**src/rtl/uart_cmd_bridge_if.sv**
```systemverilog
// rtl/uart_cmd_bridge_if.sv - 8-bit register-bus handshake between uart_cmd_bridge and the bus target
interface uart_cmd_bridge_if;
  logic       req;
  logic       we;
  logic [7:0] addr;
  logic [7:0] wdata;
  logic [7:0] rdata;
  logic       ready;

  modport master (output req, output we, output addr, output wdata, input rdata, input ready);
  modport slave  (input req, input we, input addr, input wdata, output rdata, output ready);
endinterface

```
**src/rtl/uart_cmd_bridge.sv**
```systemverilog
// rtl/uart_cmd_bridge.sv - UART byte-packet command responder executing register-bus reads/writes
// Optional trailing XOR checksum byte: define UART_CMD_CHECKSUM_EN.
module uart_cmd_bridge #(
  parameter int TIMEOUT_CYCLES = 100000,
  parameter int TO_W           = 17
) (
  input  logic                     clk,
  input  logic                     rst,
  input  logic [7:0]               rx_byte,
  input  logic                     received,
  input  logic                     recv_error,
  input  logic                     is_transmitting,
  output logic [7:0]               tx_byte,
  output logic                     transmit,
  output logic                     cmd_error,
  uart_cmd_bridge_if.master        bus
);
  localparam logic [7:0] CMD_W   = 8'h57;
  localparam logic [7:0] CMD_R   = 8'h52;
  localparam logic [7:0] RSP_OK  = 8'h4B;
  localparam logic [7:0] RSP_UNK = 8'h3F;
  localparam logic [TO_W-1:0] TO_LAST = TO_W'(TIMEOUT_CYCLES - 1);

`ifdef UART_CMD_CHECKSUM_EN
  localparam logic [7:0] RSP_BAD = 8'h21;
  typedef enum logic [2:0] {
    IDLE, GET_ADDR, GET_DATA, BUS, REPLY_WAIT, REPLY_PULSE, REPLY_ACK, GET_SUM
  } state_t;
`else
  typedef enum logic [2:0] {
    IDLE, GET_ADDR, GET_DATA, BUS, REPLY_WAIT, REPLY_PULSE, REPLY_ACK
  } state_t;
`endif

  state_t          state;
  logic            is_wr;
  logic [TO_W-1:0] to_cnt;
  logic            collecting;
  logic            timed_out;

`ifdef UART_CMD_CHECKSUM_EN
  logic [7:0]      sum;
  assign collecting = (state == GET_ADDR) || (state == GET_DATA) || (state == GET_SUM);
`else
  assign collecting = (state == GET_ADDR) || (state == GET_DATA);
`endif

  // A byte arriving on the last allowed cycle still counts as in time.
  assign timed_out = !received && (to_cnt == TO_LAST);

  always_ff @(posedge clk) begin
    if (rst) begin
      state     <= IDLE;
      is_wr     <= 1'b0;
      to_cnt    <= '0;
      tx_byte   <= 8'h00;
      transmit  <= 1'b0;
      cmd_error <= 1'b0;
      bus.req   <= 1'b0;
      bus.we    <= 1'b0;
      bus.addr  <= 8'h00;
      bus.wdata <= 8'h00;
`ifdef UART_CMD_CHECKSUM_EN
      sum       <= 8'h00;
`endif
    end else begin
      transmit  <= 1'b0;
      cmd_error <= 1'b0;
      if (collecting && (recv_error || timed_out)) begin
        cmd_error <= 1'b1;
        to_cnt    <= '0;
        state     <= IDLE;
      end else begin
        case (state)
          IDLE: begin
            to_cnt <= '0;
            if (received && !recv_error) begin
              if (rx_byte == CMD_W || rx_byte == CMD_R) begin
                is_wr <= (rx_byte == CMD_W);
                state <= GET_ADDR;
`ifdef UART_CMD_CHECKSUM_EN
                sum   <= rx_byte;
`endif
              end else begin
                tx_byte <= RSP_UNK;
                state   <= REPLY_WAIT;
              end
            end
          end
          GET_ADDR: begin
            if (received) begin
              to_cnt   <= '0;
              bus.addr <= rx_byte;
`ifdef UART_CMD_CHECKSUM_EN
              sum      <= sum ^ rx_byte;
              state    <= is_wr ? GET_DATA : GET_SUM;
`else
              if (is_wr) begin
                state <= GET_DATA;
              end else begin
                bus.req <= 1'b1;
                bus.we  <= 1'b0;
                state   <= BUS;
              end
`endif
            end else begin
              to_cnt <= to_cnt + TO_W'(1);
            end
          end
          GET_DATA: begin
            if (received) begin
              to_cnt    <= '0;
              bus.wdata <= rx_byte;
`ifdef UART_CMD_CHECKSUM_EN
              sum       <= sum ^ rx_byte;
              state     <= GET_SUM;
`else
              bus.req   <= 1'b1;
              bus.we    <= 1'b1;
              state     <= BUS;
`endif
            end else begin
              to_cnt <= to_cnt + TO_W'(1);
            end
          end
`ifdef UART_CMD_CHECKSUM_EN
          GET_SUM: begin
            if (received) begin
              to_cnt <= '0;
              if (rx_byte == sum) begin
                bus.req <= 1'b1;
                bus.we  <= is_wr;
                state   <= BUS;
              end else begin
                cmd_error <= 1'b1;
                tx_byte   <= RSP_BAD;
                state     <= REPLY_WAIT;
              end
            end else begin
              to_cnt <= to_cnt + TO_W'(1);
            end
          end
`endif
          BUS: begin
            if (bus.ready) begin
              bus.req <= 1'b0;
              tx_byte <= is_wr ? RSP_OK : bus.rdata;
              state   <= REPLY_WAIT;
            end
          end
          REPLY_WAIT: begin
            if (!is_transmitting) begin
              transmit <= 1'b1;
              state    <= REPLY_PULSE;
            end
          end
          REPLY_PULSE: state <= REPLY_ACK;
          // Hold off new packets until the UART has visibly taken the byte.
          REPLY_ACK: begin
            if (is_transmitting) state <= IDLE;
          end
          default: state <= IDLE;
        endcase
      end
    end
  end
endmodule

```
**src/flat_wrapper.sv**
```systemverilog
// flat-port wrapper written by rule: the top's interface ports become plain ports
module uart_cmd_bridge_flat 
#(
  parameter int TIMEOUT_CYCLES = 100000,
  parameter int TO_W           = 17
)
  (clk, rst, rx_byte, received, recv_error, is_transmitting, tx_byte, transmit, cmd_error, bus_req, bus_we, bus_addr, bus_wdata, bus_rdata, bus_ready);
  uart_cmd_bridge_if bus_i ();
  input  logic clk;
  input  logic rst;
  input  logic [7:0] rx_byte;
  input  logic received;
  input  logic recv_error;
  input  logic is_transmitting;
  output logic [7:0] tx_byte;
  output logic transmit;
  output logic cmd_error;
  output wire logic [$bits(bus_i.req)-1:0] bus_req;
  output wire logic [$bits(bus_i.we)-1:0] bus_we;
  output wire logic [$bits(bus_i.addr)-1:0] bus_addr;
  output wire logic [$bits(bus_i.wdata)-1:0] bus_wdata;
  input wire logic [$bits(bus_i.rdata)-1:0] bus_rdata;
  input wire logic [$bits(bus_i.ready)-1:0] bus_ready;
  assign bus_req = bus_i.req;
  assign bus_we = bus_i.we;
  assign bus_addr = bus_i.addr;
  assign bus_wdata = bus_i.wdata;
  assign bus_i.rdata = bus_rdata;
  assign bus_i.ready = bus_ready;
  uart_cmd_bridge #(.TIMEOUT_CYCLES(TIMEOUT_CYCLES), .TO_W(TO_W)) u_core (.clk(clk), .rst(rst), .rx_byte(rx_byte), .received(received), .recv_error(recv_error), .is_transmitting(is_transmitting), .tx_byte(tx_byte), .transmit(transmit), .cmd_error(cmd_error), .bus(bus_i));
endmodule
```
**config.mk**
```make
export PLATFORM = sky130hd
export DESIGN_NAME = uart_cmd_bridge_flat
export DESIGN_NICKNAME = d
export VERILOG_FILES = /design/src/rtl/uart_cmd_bridge_if.sv /design/src/rtl/uart_cmd_bridge.sv /design/src/flat_wrapper.sv
export SDC_FILE = /design/constraint.sdc
export NUM_CORES = 1
export LEC_CHECK = 0
export ABC_AREA = 1
export CAP_MARGIN = 20
export CELL_PAD_IN_SITES_DETAIL_PLACEMENT = 1
export CELL_PAD_IN_SITES_GLOBAL_PLACEMENT = 1
export CORE_MARGIN = 3
export CORE_UTILIZATION = 32
export CTS_CLUSTER_DIAMETER = 80
export DETAILED_ROUTE_END_ITERATION = 10
export PLACE_DENSITY_LB_ADDON = 0.1
export SKIP_CTS_REPAIR_TIMING = 1
export SYNTH_ARGS = -nofsm -noshare
export SYNTH_HDL_FRONTEND = slang
export SYNTH_SLANG_ARGS = --single-unit
```
**constraint.sdc**
```tcl
create_clock -name clk -period 1.6 [get_ports clk]
set_clock_uncertainty 0.15 [all_clocks]
set_input_delay 0.4 -clock clk [delete_from_list [all_inputs] [get_ports clk]]
set_output_delay 0.4 -clock clk [all_outputs]
set_load 0.05 [all_outputs]
```
# Yosys cells after proc, flatten, opt, wreduce, memory -nomap -nowiden
# Index checks and enable logic that the tools add are counted.
[classes] n_addsub=1 eq_ne=17 muxes=26 bitwise=2 reduce_logical=23
[op_table] cell="17-bit case mux with 2 select lines" n=1
[op_table] cell="8-bit two-way mux" n=4
[op_table] cell="3-bit two-way mux" n=7
[op_table] cell="3-bit case mux with 7 select lines" n=1
[op_table] cell="17-bit by 1-bit adder with 17-bit output, second input constant" n=1
[op_table] cell="17-bit == test, second input constant" n=1
[op_table] cell="17-bit two-way mux" n=1
[op_table] cell="8-bit by 7-bit == test with 1-bit output, second input constant" n=2
[op_table] cell="8-bit case mux with 2 select lines" n=1
[op_table] cell="2-bit inequality test, second input constant" n=7
[op_table] cell="6-bit AND reduction" n=2
[op_table] cell="5-bit AND reduction" n=2
[op_table] cell="3-bit == test, second input constant" n=3
[op_table] cell="1-bit two-way mux" n=9
[op_table] cell="3-bit by 2-bit == test with 1-bit output, second input constant" n=2
[op_table] cell="3-bit AND reduction" n=2
[op_table] cell="2-bit nonzero test" n=3
[op_table] cell="4-bit AND reduction" n=1
[op_table] cell="2-bit OR reduction" n=2
[op_table] cell="3-bit by 1-bit == test with 1-bit output, second input constant" n=1
[op_table] cell="1-bit logical AND" n=3
[op_table] cell="3-bit zero test" n=1
[op_table] cell="1-bit logical OR" n=3
[op_table] cell="1-bit case mux with 3 select lines" n=1
[op_table] cell="other kinds (6)" n=8
[word_totals] register_bits=49 inputBits=22

# Depth between registers and ports, before layout
# Gate-level depths: netlist of the first run.
[depth] depth_word=6 depth_mapped=11

# Least setup slack after synthesis of the first run
# No wires, ideal clock.
[synth_path] kind="register to register" startpoint="register u_core.to_cnt[0]" endpoint="register u_core.to_cnt[3]" arrival_time_ns=1.358 required_ns=1.333 path_slack_ns=-0.026 path_stages_with_launch=10 period_less_slack_ns=1.626 path_cell_list="dfxtp_1 ha_1 nand3_1 nor2_1 nand3_1 nand2_1 nand2_1 nand2_1 buf_2 nor2_1"
[synth_via] elab_chain_len=5 word_cells_on_any_way=8 cone_classes="add/sub (1); eq/ne (1); mux (2); reduce/logical (4)"
[synth_rtl] item="start, declared" line_no="uart_cmd_bridge.sv:37" text="logic [TO_W-1:0] to_cnt;"
[synth_rtl] item="start signal, assigned" line_no="uart_cmd_bridge.sv:107" text="to_cnt <= to_cnt + TO_W'(1);"
[synth_rtl] item="start signal, assigned" line_no="uart_cmd_bridge.sv:123" text="to_cnt <= to_cnt + TO_W'(1);"
[synth_rtl] item="parallel branches: the longest is 5 deep, another holds 17-bit by 1-bit adder with 17-bit output"
# Several ways; the timed one is not identified.
# A chain may end at the register's enable or synchronous reset.

# Worst setup path after layout of the first run
[layout_path] startpoint="register u_core.state[1]" endpoint="register u_core.tx_byte[6]"
[layout_via] elab_chain_len=5 word_cells_on_any_way=13 cone_classes="eq/ne (6); mux (1); bitwise (1); reduce/logical (5)"
[layout_rtl] item="start, declared" line_no="uart_cmd_bridge.sv:35" text="state_t state;"
[layout_rtl] item="start signal, assigned" line_no="uart_cmd_bridge.sv:53" text="state <= IDLE;"
[layout_rtl] item="start signal, assigned" line_no="uart_cmd_bridge.sv:72" text="state <= IDLE;"
[layout_rtl] item="start signal, assigned" line_no="uart_cmd_bridge.sv:80" text="state <= GET_ADDR;"
[layout_rtl] item="3-bit by 1-bit == test with 1-bit output or 3-bit by 2-bit == test with 1-bit output (tied branches)" line_no="uart_cmd_bridge.sv:45" text="assign collecting = (state == GET_ADDR) || (state == GET_DATA);"
[layout_rtl] item="1-bit logical OR" line_no="uart_cmd_bridge.sv:45"
[layout_rtl] item="1-bit logical AND" line_no="uart_cmd_bridge.sv:69" text="if (collecting && (recv_error || timed_out)) begin"
[layout_rtl] item="1-bit inverter (no source line)"
[layout_rtl] item="5-bit AND reduction (no source line)"
[layout_rtl] item="end signal, assigned" line_no="uart_cmd_bridge.sv:147" text="tx_byte <= is_wr ? RSP_OK : bus.rdata;"
[layout_rtl] item="end, declared" line_no="uart_cmd_bridge.sv:13" text="output logic [7:0] tx_byte,"
# Parallel ways exist; a longest one is shown, timed or not.

==> flow_metrics.tcl, run 1 <==
set metrics [dict create \
    antenna_found_initial 0 \
    holdPathStages 2 \
    insertion_delay_ps 300 \
    grt_overflow 0 \
    dp_hpwl_mm 6.20 \
    ys_seq_elements 49 \
    regArea_um2 1000 \
    pwr-share-clk_pct 13.1 \
    min_period_over_period_pct 103 \
    hold_viol 0 \
    power.internal_w 0.00311 \
    r2r-end "u_core.tx_byte[6]" \
    status "complete, but fails checks" \
    ys_seq_area_share_pct 40.5 \
    dr.pass1.iters 4 \
    wl_mm 8.25 \
    syn_avg_cell_area_um2 6.66 \
    cts_tree "yes" \
    r2r.worst_path.cells 10 \
    cp-start-kind "flip-flop" \
    synthesis.instances 364 \
    grt.busiest_layer "met2" \
    p_leak_nw 1.73 \
    syn_area_um2 2420 \
    setup_tns_ps -189 \
    pre_cts_ws_ps -472 \
    peakVddDrop_v 0.00128 \
    clock_sink_count 49 \
    core-area_um2 7290 \
    power_density_nw_per_um2 1350 \
    switching_share_pct 43.3 \
    numCtsBuffers 5 \
    maxCapViolations 0 \
    floorplan.initialDensity_pct 33.2 \
    antenna_left 0 \
    min_to "u_core.transmit" \
    crit_chain "inv_4 > nand3_4 > nand2_4 > nand2_8 > nand2_4 > nor2_4 > buf_6 > nand2_8 > nand2_1 > a21oi_1" \
    final_net_count 493 \
    maxSlewViolCount 0 \
    hold_class "in2reg" \
    wire_per_inst_um 14.5 \
    setup_ws_ps -43.2 \
    drt_iter0_markers 49 \
    synth_nets 387 \
    cp.required_ps 1640 \
    p_sw_w 0.00237 \
    crit_type "reg2reg" \
    met3_usage_pct 3.38 \
    layout-drive-gt1-share_pct 31.4 \
    fmax_mhz 609 \
    yosysWarnings 0 \
    via_count 2742 \
    track_usage_pct 18.8 \
    slowest_delay_ps 410 \
    gp_congestion 0.901 \
    combPwrFrac_pct 56.8 \
    tightest_slew_ps 274 \
    finalSetupViolCount 13 \
    grt_pass1_wl_mm 13.2 \
    hold_path_startpoint "is_transmitting" \
    io_pins 50 \
    use_met1_pct 22.4 \
    area_growth_pct 67.5 \
    multi_input_area_um2 1420 \
    crit_fanout 8 \
    vias_per_cell 4.81 \
    min_period_ps 1640 \
    ctsLongestPathBuffers 2 \
    diodes 0 \
    root_buffer "clkbuf_8" \
    postLayoutCoreUtil_pct 55.7 \
    dieArea_um2 8650 \
    end_kind "flip-flop" \
    portBuffers 49 \
    synth_cell_types 30 \
    drc 0 \
    num-fill-cells 920 \
    die_w_um 93.0 \
    die_h_um 93.0 \
    seq_power_share_pct 30.1 \
    path_buf_inv 2 \
    grt_max_degree 18 \
    slew-limit-headroom_pct 81.6 \
    violations "negative setup slack" \
    rr_startpoint "u_core.state[1]" \
    rsz0062_at_grt "true" \
    grt_pass1_vias 2868 \
    met2_usage_pct 34.3 \
    r2r_setup_slack_ps -40 \
    ctsHtreeMaxLevel 2 \
    arrival_ps 1680 \
    crit_path_top_delay_cell "dfxtp_4" \
    crit_family "simple AND/OR/NAND/NOR gates" \
    path_clk_slew_ps 90 \
    fp-row-count 31 \
]
[stage by stage]
step           std cells  power, W  area [µm²]  hold WS [ps]
2_1_floorplan        364   0.00303        2430           321
3_3_place_gp         556   0.00430        3690           334
3_5_place_dp         556   0.00435        3690           340
4_1_cts              564   0.00510        3770           354
5_1_grt              570   0.00582        4060           169
6_report             570   0.00548        4060           169
[cell type report]
type	instances	area share, %
multi-input combinational	268	35.0
timing repair buffer	106	31.2
sequential	49	24.7
inverter	40	3.88
tap	99	3.05
clock buffer	6	1.79
clock inverter	2	0.247
[sequential cells by signal, indices dropped and copies added, names as in the netlist]
| signal | count |
|---|---|
| u_core.bus.addr | 8 |
| u_core.bus.req | 1 |
| u_core.bus.wdata | 8 |
| u_core.bus.we | 1 |
| u_core.cmd_error | 1 |
| u_core.is_wr | 1 |
| u_core.state | 3 |
| u_core.to_cnt | 17 |
| u_core.transmit | 1 |
| u_core.tx_byte | 8 |
[synth_stat cells]
library cell	number	area, µm²
a21oi_1	34	170
a21oi_2	1	8.76
a22oi_1	2	15.0
buf_2	2	10.0
buf_6	1	11.3
clkbuf_1	4	15.0
dfxtp_1	49	981
ha_1	1	12.5
inv_1	36	135
inv_2	4	15.0
nand2_1	85	319
nand2_2	3	18.8
nand2_4	2	22.5
nand2_8	1	20.0
nand3_1	32	160
nand3_2	2	20.0
nand4_1	5	31.3
nor2_1	63	236
nor2_2	2	12.5
nor2_4	1	11.3
nor3_1	6	30.0
nor4_1	2	12.5
o21ai_0	15	75.1
o21ai_2	1	8.76
o22ai_1	2	12.5
o31ai_1	1	7.51
or2_0	3	18.8
or2_2	1	6.26
xnor2_1	1	8.76
xor2_1	2	17.5
[per-layer routing]
layer / routed length, µm / up-vias
met3: 271 / 9
met4: 98 / 0
met5: 0 / -
met1: 3350 / 1314
met2: 4530 / 40
li1: - / 1379
[worst register-to-register path, stage by stage, from the launching register on]
cell     delay [ps]
dfxtp_4         410
inv_4            50
nand3_4          90
nand2_4          90
nand2_8          90
nand2_4          50
nor2_4          230
buf_6           160
nand2_8          70
nand2_1          80
a21oi_1          60
[cells in the final DEF, fill, tap and decap left out, types with 3 or more instances in the layout]
cell type,instances
nor2_2,6
dlymetal6s2s_1,9
buf_12,30
dfxtp_2,4
o21ai_0,13
clkbuf_8,5
inv_2,6
clkdlybuf4s50_1,12
nand2_1,76
a21oi_1,32
dfxtp_4,5
nand3_4,3
nand2_4,5
or2_0,3
nor3_1,5
nor2_1,58
nand2_8,3
inv_1,31
buf_4,49
a21oi_2,3
buf_6,6
inv_4,3
nand4_1,5
dfxtp_1,40
nand2_2,7
nand3_1,29
[cells by family (layout without fill, tap and decap cells)]
group / after synthesis / count (layout) / synth area share [%]
buffers and inverters: 47 / 154 / 7.69
xor gates and xnor gates: 3 / 3 / 1.08
AOI/OAI and AO/OA: 56 / 56 / 12.3
adders and majority gates: 1 / 1 / 0.516
and+or+nand+nor: 208 / 208 / 37.9
DFF: 49 / 49 / 40.5
[worst max path at each step]
| stage | startpoint | endpoint | slack, ps | depth (start not counted) |
|---|---|---|---|---|
| floorplan | u_core.to_cnt[0] | u_core.state[2] | 9 | 9 |
| global placement | received | u_core.tx_byte[1] | -430 | 8 |
| detailed placement | received | u_core.tx_byte[2] | -470 | 8 |
| CTS | u_core.to_cnt[1] | u_core.to_cnt[4] | -180 | 9 |
| global route | u_core.state[1] | u_core.tx_byte[6] | -130 | 10 |
| finish | u_core.state[1] | u_core.tx_byte[6] | -40 | 10 |
[power by group through the flow]
stage / clock, W / combinational [W] / sequential, W
2_1_floorplan: 0 / 0.00101 / 0.00202
3_3_place_gp: 0 / 0.00267 / 0.00163
3_5_place_dp: 0 / 0.00272 / 0.00163
4_1_cts: 0.000756 / 0.00273 / 0.00161
5_1_grt: 0.000795 / 0.00335 / 0.00168
6_report: 0.000720 / 0.00311 / 0.00165
Note: power is estimated with default switching activity, not from simulation.
==> inputs of run 2 (changes only) <==
==> constraint.sdc (replaced) <==
create_clock -name clk -period 1.3 [get_ports clk]
set_clock_uncertainty 0.15 [all_clocks]
set_input_delay 0.325 -clock clk [delete_from_list [all_inputs] [get_ports clk]]
set_output_delay 0.325 -clock clk [all_outputs]
set_load 0.05 [all_outputs]
==> run 2 against run 1 <==
  * The run still ends with negative setup slack left
  * Count of clock-buffer cells in the layout unchanged
  * Sequential share of layout area is 2.8 points lower
  * Design area rose by 20%
  * First-iteration DRC count rose by 120%
  * Total power grew 45%
  * Clock power increased by 33%
  * Hold slack improved by 120 ps
  * Wire length grew 48%
  * Sequential cell count unchanged
  * Final cell count rose by 7.0%
  * Non-clock buffer count up 39
==> flow_metrics.tcl, run 2 (synthesis gave the netlist of run 1 again) <==
set metrics [dict create \
    placed_area_um2 4030 \
    area_growth_pct 102 \
    power_density_nw_per_um2 1630 \
    arrival_ps 1900 \
    crit_family "simple AND/OR/NAND/NOR gates" \
    largest-register "u_core.to_cnt" \
    peakVddDrop_v 0.00147 \
    cts_tree "yes" \
    clock_sink_count 49 \
    ctsLongestPathBuffers 2 \
    finalSetupViolCount 71 \
    p_leak_nw 1.99 \
    ctsHtreeMaxLevel 2 \
    violations "negative setup slack" \
    cp.required_ps 1390 \
    hold_viol 0 \
    diodes 0 \
    pwr-share-clk_pct 12.1 \
    path_clk_slew_ps 110 \
    switching_share_pct 46.0 \
    grt_max_degree 17 \
    die_h_um 93.0 \
    min_to "u_core.bus.addr[5]" \
    drt_iter0_markers 109 \
    core-area_um2 7290 \
    hold_path_startpoint "rx_byte[5]" \
    maxCapViolations 0 \
    fin_area_um2 4890 \
    fmax_mhz 550 \
    drc 0 \
    setup_tns_ps -15830 \
    r2r.worst_path.cells 8 \
    pre_cts_ws_ps -843 \
    layout-drive-gt1-share_pct 57.5 \
    combPwrFrac_pct 61.7 \
    hold_class "in2reg" \
    grt_pass1_wl_mm 14.4 \
    dieArea_um2 8650 \
    layout_common_cells "buf_4 (78), nand2_1 (62), nor2_1 (36)" \
    slew-limit-headroom_pct 75.8 \
    holdWs_ps 292 \
    portBuffers 49 \
    rsz0062_at_grt "true" \
    antenna_found_initial 0 \
    r2r_setup_slack_ps -520 \
    holdPathStages 4 \
    power.internal_w 0.00430 \
    largest_register_ffs 17 \
    p_sw_w 0.00366 \
    io_pins 50 \
    die_w_um 93.0 \
    maxSlewViolCount 0 \
    r2r-end "u_core.tx_byte[1]" \
    crit_path_top_delay_cell "dfxtp_4" \
    min_period_over_period_pct 140 \
    antenna_left 0 \
    track_usage_pct 20.9 \
    via_count 3118 \
    slowest_delay_ps 440 \
    rr_startpoint "u_core.state[0]" \
    crit_chain "buf_4 > o21ai_1 > nand3_2 > nand2_4 > nor2_4 > buf_6 > nand3_1 > a21oi_1" \
    wire_per_inst_um 20.0 \
    status "complete, but fails checks" \
    end_kind "flip-flop" \
    grt_pass1_vias 3122 \
    dp_hpwl_mm 6.82 \
    final_common_cell "buf_4" \
    insertion_delay_ps 320 \
    crit_fanout 6 \
    seq_power_share_pct 26.3 \
    floorplan.initialDensity_pct 33.2 \
    final_net_count 533 \
    tightest_slew_ps 360 \
    min_period_ps 1820 \
    wl_mm 12.2 \
    root_buffer "clkbuf_8" \
    path_buf_inv 2 \
    gp_congestion 0.853 \
    fp-row-count 31 \
    dr.pass1.iters 4 \
    vias_per_cell 5.11 \
    numCtsBuffers 5 \
    crit_type "reg2reg" \
    setup_ws_ps -518 \
    cp-start-kind "flip-flop" \
    grt_overflow 0 \
]
[run 2: how the worst max path moves through the flow]
stage	start	to	slack (ps)	depth (start not counted)
floorplan	u_core.to_cnt[1]	u_core.to_cnt[9]	-120	10
global placement	received	u_core.state[0]	-700	9
detailed placement	received	u_core.tx_byte[4]	-840	8
CTS	received	u_core.tx_byte[4]	-540	8
global route	u_core.state[0]	u_core.tx_byte[1]	-570	8
finish	u_core.state[0]	u_core.tx_byte[1]	-520	8
[run 2: area by class of cell]
class	count	area [µm²]
Inverter	40	178
Clock inverter	2	13.8
Fill cell	842	2400
Sequential cell	49	1070
Multi-Input combinational cell	269	1810
Clock buffer	6	72.6
Tap cell	99	124
Timing Repair Buffer	145	1610
[run 2: per-stage QoR]
| step | util, % | instances | power (W) |
|---|---|---|---|
| 6_report | 67.0 | 610 | 0.00795 |
| 5_1_grt | 67.0 | 610 | 0.00829 |
| 2_1_floorplan | - | 364 | 0.00386 |
| 3_3_place_gp | 55.3 | 583 | 0.00571 |
| 4_1_cts | 56.5 | 591 | 0.00679 |
| 3_5_place_dp | 55.3 | 583 | 0.00583 |
[run 2: tightest hold or removal path: cells and delay by family]
kind	cells	cell delay (ps)
AOI/OAI and AO/OA	1	60
and+or+nand+nor	1	70
buffers and inverters	2	280
[run 2: routing by layer]
| metal | vias to the layer above | global-route usage, % | routed length, µm |
|---|---|---|---|
| met2 | 86 | 38.8 | 6370 |
| met4 | 0 | 5.13 | 478 |
| met1 | 1524 | 23.6 | 4880 |
| li1 | 1468 | - | - |
| met3 | 40 | 5.31 | 479 |
| met5 | - | 0 | 0 |
[run 2: power by group through the flow]
stage	Clock, W	Sequential (W)	Combinational, W
floorplan	0	0.00254	0.00132
global placement	0	0.00203	0.00368
detailed placement	0	0.00202	0.00381
CTS	0.000967	0.00200	0.00383
global route	0.00104	0.00211	0.00514
finish	0.000961	0.00209	0.00490
==> inputs of run 3 (changes only) <==
--- a/config.mk
+++ b/config.mk
@@ -15,6 +15,7 @@
 export DETAILED_ROUTE_END_ITERATION = 10
 export PLACE_DENSITY_LB_ADDON = 0.1
 export SKIP_CTS_REPAIR_TIMING = 1
+export SLEW_MARGIN = 25
 export SYNTH_ARGS = -nofsm -noshare
 export SYNTH_HDL_FRONTEND = slang
 export SYNTH_SLANG_ARGS = --single-unit
==> results of run 3 <==
Final layout, timing and power as in run 2 (identical DEF).
